**config.mk**
```make
export PLATFORM = sky130hd
export DESIGN_NAME = simon_sequence_scheduler_flat
export DESIGN_NICKNAME = d
export VERILOG_FILES = /design/src/rtl/simon_sequence_scheduler_if.sv /design/src/rtl/simon_sequence_scheduler.sv /design/src/flat_wrapper.sv
export SDC_FILE = /design/constraint.sdc
export NUM_CORES = 1
export LEC_CHECK = 0
export CORE_MARGIN = 2
export CORE_UTILIZATION = 62
export CTS_BUF_LIST = sky130_fd_sc_hd__clkbuf_8
export CTS_CLUSTER_SIZE = 20
export DETAILED_ROUTE_END_ITERATION = 7
export PLACE_DENSITY = 0.86
export SLEW_MARGIN = 20
export SYNTH_ARGS = -nofsm -noshare
export SYNTH_HDL_FRONTEND = slang
export SYNTH_SLANG_ARGS = --single-unit
```
**constraint.sdc**
```tcl
create_clock -name clk -period 4.6 [get_ports clk]
set_input_delay 0.46 -clock clk [delete_from_list [all_inputs] [get_ports clk]]
set_output_delay 0.46 -clock clk [all_outputs]
set_load 0.02 [all_outputs]
```
**src/rtl/simon_sequence_scheduler_if.sv**
```systemverilog
// Control, playback and pattern-read signals of the Simon sequence scheduler.
// master: game controller / input checker side (drives tick, new_game, seed, start, round, abort, rd_idx).
// slave : sequencer side (drives led_out, showing, busy, done, step_idx, rd_led).
interface simon_sequence_scheduler_if #(
   parameter int IDX_W = 3
);
   logic              tick;
   logic              new_game;
   logic [15:0]       seed;
   logic              start;
   logic [IDX_W-1:0]  round;
   logic              abort;
   logic [15:0]       led_out;
   logic              showing;
   logic              busy;
   logic              done;
   logic [IDX_W-1:0]  step_idx;
   logic [IDX_W-1:0]  rd_idx;
   logic [3:0]        rd_led;

   modport master (
      output tick, new_game, seed, start, round, abort, rd_idx,
      input  led_out, showing, busy, done, step_idx, rd_led
   );

   modport slave (
      input  tick, new_game, seed, start, round, abort, rd_idx,
      output led_out, showing, busy, done, step_idx, rd_led
   );
endinterface

```
**src/rtl/simon_sequence_scheduler.sv**
```systemverilog
// Purpose: generate a per-game LFSR step list, then play steps 0..round onto 16 one-hot LEDs.
// Latency: FILL takes MAX_STEPS clks; first LED lights on the cycle after start; rd_led is combinational.
// Backpressure: none; start/new_game/tick are ignored while busy, abort always wins.
//
// Ports: clk, reset (async, active-low) plus interface bus (slave modport):
//   tick/new_game/seed/start/round/abort/rd_idx in; led_out/showing/busy/done/step_idx/rd_led out.
// Optional feature macro SIMON_SEQ_NOREPEAT_EN: prevents two consecutive stored steps from being equal.
module simon_sequence_scheduler #(
   parameter int MAX_STEPS     = 8,
   parameter int BASE_ON_TICKS = 8,
   parameter int MIN_ON_TICKS  = 2,
   parameter int OFF_TICKS     = 2
) (
   input  logic                     clk,
   input  logic                     reset,
   simon_sequence_scheduler_if.slave bus
);
   localparam int IDX_W  = $clog2(MAX_STEPS);
   // Counter must hold any tick target and also any round value used in the on-time subtract.
   localparam int MAX_A  = (BASE_ON_TICKS > OFF_TICKS) ? BASE_ON_TICKS : OFF_TICKS;
   localparam int MAX_B  = (MAX_A > MIN_ON_TICKS) ? MAX_A : MIN_ON_TICKS;
   localparam int MAX_T  = (MAX_B > MAX_STEPS) ? MAX_B : MAX_STEPS;
   localparam int CNT_W  = $clog2(MAX_T + 1);

   localparam logic [IDX_W-1:0] LAST_IDX  = IDX_W'(MAX_STEPS - 1);
   localparam logic [IDX_W-1:0] IDX_ONE   = IDX_W'(1);
   localparam logic [CNT_W-1:0] CNT_ONE   = CNT_W'(1);
   localparam logic [CNT_W-1:0] BASE_T    = CNT_W'(BASE_ON_TICKS);
   localparam logic [CNT_W-1:0] MIN_T     = CNT_W'(MIN_ON_TICKS);
   localparam logic [CNT_W-1:0] OFF_T     = CNT_W'(OFF_TICKS);
   localparam logic [15:0]      LFSR_INIT = 16'hACE1;

   typedef enum logic [2:0] {
      S_IDLE,
      S_FILL,
      S_ON,
      S_OFF,
      S_DONE
   } state_t;

   state_t           state;
   state_t           state_nxt;
   logic [15:0]      lfsr;
   logic [15:0]      lfsr_nxt;
   logic [3:0]       pattern [MAX_STEPS];
   logic [3:0]       fill_val;
   logic [IDX_W-1:0] fill_idx;
   logic [IDX_W-1:0] step_q;
   logic [IDX_W-1:0] round_l;
   logic [CNT_W-1:0] cnt;
   logic [CNT_W-1:0] on_ticks;
   logic [CNT_W-1:0] on_calc;
   logic [CNT_W-1:0] round_ext;
   logic             on_hit;
   logic             off_hit;

   // 16-bit Fibonacci LFSR, taps 16/14/13/11.
   assign lfsr_nxt = {lfsr[14:0], lfsr[15] ^ lfsr[13] ^ lfsr[12] ^ lfsr[10]};

   always_comb begin
      fill_val = lfsr_nxt[3:0];
`ifdef SIMON_SEQ_NOREPEAT_EN
      // Flip bit 0 when the new step would repeat the previous one; LFSR itself is untouched.
      if ((fill_idx != '0) && (lfsr_nxt[3:0] == pattern[fill_idx - IDX_ONE])) begin
         fill_val = lfsr_nxt[3:0] ^ 4'h1;
      end
`endif
   end

   // on_ticks = max(BASE - round, MIN) with a saturating subtract. round is only IDX_W
   // bits wide, so it can never exceed MAX_STEPS-1 and needs no extra clamp.
   always_comb begin
      round_ext = CNT_W'(bus.round);
      if (round_ext < BASE_T) begin
         on_calc = BASE_T - round_ext;
      end else begin
         on_calc = '0;
      end
      if (on_calc < MIN_T) begin
         on_calc = MIN_T;
      end
   end

   // Ticks count in every cycle spent in ON/OFF; the tick that caused entry was
   // consumed by the previous state, so counting starts with the first cycle in the state.
   assign on_hit  = (state == S_ON)  && bus.tick && ((cnt + CNT_ONE) == on_ticks);
   assign off_hit = (state == S_OFF) && bus.tick && ((cnt + CNT_ONE) == OFF_T);

   always_ff @(posedge clk or negedge reset) begin
      if (!reset) begin
         state <= S_IDLE;
      end else begin
         state <= state_nxt;
      end
   end

   always_comb begin
      state_nxt = state;
      if (bus.abort) begin
         state_nxt = S_IDLE;
      end else begin
         case (state)
            S_IDLE: begin
               if (bus.new_game) begin
                  state_nxt = S_FILL;
               end else if (bus.start) begin
                  state_nxt = S_ON;
               end
            end
            S_FILL: begin
               if (fill_idx == LAST_IDX) begin
                  state_nxt = S_IDLE;
               end
            end
            S_ON: begin
               if (on_hit) begin
                  state_nxt = S_OFF;
               end
            end
            S_OFF: begin
               if (off_hit) begin
                  state_nxt = (step_q == round_l) ? S_DONE : S_ON;
               end
            end
            S_DONE: begin
               state_nxt = S_IDLE;
            end
            default: begin
               state_nxt = S_IDLE;
            end
         endcase
      end
   end

   always_ff @(posedge clk or negedge reset) begin
      if (!reset) begin
         lfsr     <= LFSR_INIT;
         fill_idx <= '0;
         step_q   <= '0;
         round_l  <= '0;
         on_ticks <= '0;
         cnt      <= '0;
         for (int i = 0; i < MAX_STEPS; i++) begin
            pattern[i] <= 4'h0;
         end
      end else begin
         // Tick counter restarts on every state change (ON->OFF, OFF->ON, abort, ...).
         if (state_nxt != state) begin
            cnt <= '0;
         end else if (((state == S_ON) || (state == S_OFF)) && bus.tick) begin
            cnt <= cnt + CNT_ONE;
         end

         if (!bus.abort) begin
            case (state)
               S_IDLE: begin
                  if (bus.new_game) begin
                     lfsr     <= (bus.seed == 16'h0000) ? LFSR_INIT : bus.seed;
                     fill_idx <= '0;
                  end else if (bus.start) begin
                     step_q   <= '0;
                     round_l  <= bus.round;
                     on_ticks <= on_calc;
                  end
               end
               S_FILL: begin
                  lfsr              <= lfsr_nxt;
                  pattern[fill_idx] <= fill_val;
                  fill_idx          <= fill_idx + IDX_ONE;
               end
               S_OFF: begin
                  if (state_nxt == S_ON) begin
                     step_q <= step_q + IDX_ONE;
                  end
               end
               default: begin
               end
            endcase
         end
      end
   end

   // LED is decoded straight from state so reset darkens it without waiting for an edge.
   always_comb begin
      bus.led_out = '0;
      if (state == S_ON) begin
         bus.led_out[pattern[step_q]] = 1'b1;
      end
   end

   assign bus.showing  = (state == S_ON) || (state == S_OFF);
   assign bus.busy     = (state != S_IDLE);
   assign bus.done     = (state == S_DONE);
   assign bus.step_idx = step_q;
   assign bus.rd_led   = pattern[bus.rd_idx];
endmodule

```
**src/flat_wrapper.sv**
```systemverilog
// flat-port wrapper written by rule: the top's interface ports become plain ports
module simon_sequence_scheduler_flat 
#(
   parameter int MAX_STEPS     = 8,
   parameter int BASE_ON_TICKS = 8,
   parameter int MIN_ON_TICKS  = 2,
   parameter int OFF_TICKS     = 2
)
  (clk, reset, bus_tick, bus_new_game, bus_seed, bus_start, bus_round, bus_abort, bus_rd_idx, bus_led_out, bus_showing, bus_busy, bus_done, bus_step_idx, bus_rd_led);
  simon_sequence_scheduler_if #(.IDX_W((3))) bus_i ();
  input  logic clk;
  input  logic reset;
  input wire logic [$bits(bus_i.tick)-1:0] bus_tick;
  input wire logic [$bits(bus_i.new_game)-1:0] bus_new_game;
  input wire logic [$bits(bus_i.seed)-1:0] bus_seed;
  input wire logic [$bits(bus_i.start)-1:0] bus_start;
  input wire logic [$bits(bus_i.round)-1:0] bus_round;
  input wire logic [$bits(bus_i.abort)-1:0] bus_abort;
  input wire logic [$bits(bus_i.rd_idx)-1:0] bus_rd_idx;
  output wire logic [$bits(bus_i.led_out)-1:0] bus_led_out;
  output wire logic [$bits(bus_i.showing)-1:0] bus_showing;
  output wire logic [$bits(bus_i.busy)-1:0] bus_busy;
  output wire logic [$bits(bus_i.done)-1:0] bus_done;
  output wire logic [$bits(bus_i.step_idx)-1:0] bus_step_idx;
  output wire logic [$bits(bus_i.rd_led)-1:0] bus_rd_led;
  assign bus_i.tick = bus_tick;
  assign bus_i.new_game = bus_new_game;
  assign bus_i.seed = bus_seed;
  assign bus_i.start = bus_start;
  assign bus_i.round = bus_round;
  assign bus_i.abort = bus_abort;
  assign bus_i.rd_idx = bus_rd_idx;
  assign bus_led_out = bus_i.led_out;
  assign bus_showing = bus_i.showing;
  assign bus_busy = bus_i.busy;
  assign bus_done = bus_i.done;
  assign bus_step_idx = bus_i.step_idx;
  assign bus_rd_led = bus_i.rd_led;
  simon_sequence_scheduler #(.MAX_STEPS(MAX_STEPS), .BASE_ON_TICKS(BASE_ON_TICKS), .MIN_ON_TICKS(MIN_ON_TICKS), .OFF_TICKS(OFF_TICKS)) u_core (.clk(clk), .reset(reset), .bus(bus_i));
endmodule
```
==> qor.yml <==
run_status:
  status: "finished clean"
critical_path:
  crit_chain: "mux4_2 -> nor3b_1 -> a31oi_1 -> nor2_1 -> clkdlybuf4s50_1"
  crit_type: "reg -> out"
  cp.arrival_ps: 2970
  cp-start-kind: "flop"
  cp_max_fo: 12
  cp.required_ps: 4140
  slowest_delay_ps: 810
  end_kind: "output pin"
  cp_slowest_cell: "dfrtp_1"
synthesis:
  synthAdderAreaFrac: 0.0188
  ys_types: 61
  syn_area_mm2: 0.00399
  synthesis.nets: 403
  synth_top_family_by_area: "multiplexers"
  synth_top_area_frac: 0.376
  synth_edf_count: 0
  ys_seq_area_frac: 0.429
  synth_top_area_cell: "dfrtp_1"
  ys.flop_type: "dfrtp_1"
  ys_warn_count: 0
  synth-compound-area-share: 0.117
  synth_xor_area_frac: 0.0351
  synth_area_leaders: "dfrtp_1 (38%), mux2_2 (11%), mux4_2 (9.0%), dfstp_2 (5.3%), nor2_1 (4.0%)"
  synth_mux_area_frac: 0.200
  syn_avg_cell_area_um2: 10.8
  synth_simple_gate_area_frac: 0.162
  async_reset_ff_frac: 1.00
  synth_seq_cells: 68
  syn-instance-count: 369
final_layout:
  design_area_mm2: 0.00471
  fin_nets: 447
  drive_above_1_share: 0.225
  area_delta_synth_final_pct: 17.9
  fillers: 449
  multi_input_area_mm2: 0.00213
  regArea_mm2: 0.00171
  antenna_cells: 0
floorplan:
  io_pins: 54
  start_util: 0.636
  die_w_um: 84.2
  chipHeight_um: 84.2
  num_rows: 29
  core_area_mm2: 0.00628
  dieArea_mm2: 0.00709
power:
  p_total_mw: 2.06
  irDropWorstVdd_mv: 0.305
  powerDensity_mw_per_mm2: 438
  p_leak_nw: 1.97
clocking:
  clk_pin_slew_ps: 70
  cts_resized: 0
  cts-root-buf: "clkbuf_8"
  cts_buffers: 9
  cts_setup_buffers: 0
  htree_num_levels: 3
  tritoncts: "yes"
  hold_buffers: 0
  cts.path.max_buffers: 2
  clock_latency_ps: 360
  cts_sinks: 68
timing:
  fmax_mhz: 292
  tightestPinTransition_ps: 983
  min_period_over_period: 0.745
  setup_tns_ps: 0
  setup_viol: 0
  period_minus_slack_ps: 3430
  hold_viol: 0
  rsz0062_at_grt: "false"
  layout_setup_ws_ps: 1170
  slew_viol_final: 0
  slew_headroom: 0.341
  fin_skew_ps: 6.82
  hold_slack_ps: 284
global_route:
  grt_antenna_before_repair: 0
  grt_pass1_vias: 3116
  grtUsageTotal: 0.280
  grt-ovfl-total: 0
  grt_max_degree: 69
  grt_pass1_wl_um: 15500
job:
  cap_violations: 0
placed_design:
  dp.final_hpwl_um: 6310
  dp_slack_ps: 1450
  gp_congestion: 0.837
  io_buffers: 53
  postPlaceCellArea_mm2: 0.00450
routing:
  routedWlPerCell_um: 18.2
  dr.pass1.iters: 5
  vias: 3079
  viasPerCell: 6.22
  ant_nets: 0
  routed_wl_um: 9000
  drc: 0
  drt_iter0_drc: 182
hold_path:
  hp-class: "in -> async"
==> Yosys cell counts (2+ instances only) <==
cell	number
or3_1	3
xor2_1	8
and3b_1	2
buf_2	6
a221oi_2	4
dfstp_2	8
a31oi_1	9
a21oi_1	10
o22ai_1	6
nor2_1	42
nor3b_1	6
mux2_2	38
ha_1	6
nand2b_1	5
mux4_2	16
o21ai_1	3
nor4_1	4
nand3_1	7
nand2_1	37
xnor2_1	8
nor3_2	2
clkbuf_1	6
buf_6	2
nand4_1	4
o21ai_0	13
dfrtp_1	60
nor3_1	5
inv_1	8
buf_1	3
a41oi_1	2
o221ai_1	2
a22o_1	2
buf_4	4
==> placed cells by master (no fill, tap or decap), types with 6 or more instances in the layout <==
cell,n
dfrtp_1,60
clkdlybuf4s50_1,52
nor2_1,42
mux2_2,38
nand2_1,37
mux4_2,16
o21ai_0,13
clkbuf_8,11
a21oi_1,10
inv_1,9
a31oi_1,9
xnor2_1,8
xor2_1,8
dfstp_2,8
nand3_1,7
nor3b_1,6
o22ai_1,6
ha_1,6
==> power breakdown <==
part           total [mW]  leakage (nW)  internal (mW)  switching (mW)
Clock               0.508         0.107          0.276           0.232
Combinational       0.632          1.00          0.318           0.314
Sequential          0.922         0.863          0.762           0.160
Total                2.06          1.97           1.36           0.706
==> worst max-delay path: cells and delay by family, from the launching register on <==
kind,cells,cell delay [ps]
buffers and inverters,1,540
AO/OA/AOI/OAI,1,330
multiplexers,1,660
AND/OR/NAND/NOR,2,260
flip-flops,1,810
==> registers in the layout, summed over array words and instances, names as in the netlist <==
name and cells:
u_core.lfsr 16, u_core.pattern 32, u_core.round_l 3, u_core.fill_idx 3
u_core.cnt 4, u_core.state 3, u_core.on_ticks 4, u_core.bus.step_idx 3
==> stage by stage <==
step	utilization	instances
after floorplan	-	369
after global placement	0.717	479
after detailed placement	0.717	479
after CTS	0.750	495
after global routing	0.750	495
final	0.750	495
==> kinds of logic after synthesis <==
family | Yosys count
XOR/XNOR | 16
AO/OA/AOI/OAI | 65
AND/OR/NAND/NOR | 129
buffers and inverters | 30
flip-flops | 68
adder cells (fa/ha/maj) | 6
multiplexers | 55
==> per-layer routing <==
layer | track usage | vias to the layer above | wire [µm]
met2 | 0.447 | 105 | 4410
met3 | 0.0501 | 17 | 533
li1 | - | 1446 | -
met1 | 0.375 | 1511 | 3860
met4 | 0.128 | 0 | 189
met5 | 0 | - | 0
==> final timing paths <==
check | cells after the start | slack [ps] | to | start
worst max-delay path | 5 | 1170 | bus_led_out[9] | u_core.bus.step_idx[0]$_DFFE_PN0P_
worst min-delay path | 2 | 280 | u_core.cnt[2]$_DFFE_PN0P_ | reset
worst max register to register | 5 | 2120 | u_core.pattern[3]$_DFFE_PN0P_ | u_core.state[0]$_DFF_PN0_
worst min register to register | 2 | 480 | u_core.lfsr[11]$_DFFE_PN1P_ | u_core.lfsr[11]$_DFFE_PN1P_
max in group asynchronous | 2 | 3760 | u_core.pattern[5]$_DFFE_PN0P_ | reset
min in group clk | 2 | 480 | u_core.lfsr[11]$_DFFE_PN1P_ | u_core.lfsr[11]$_DFFE_PN1P_
==> cell type report <==
type	instances	share of cell area
Clock inverter	5	0.0109
Timing Repair Buffer	54	0.113
Sequential cell	68	0.364
Tap cell	77	0.0205
Inverter	9	0.00718
Clock buffer	11	0.0322
Multi-Input combinational cell	271	0.452
No activity file was read; power rests on OpenSTA's default activity.
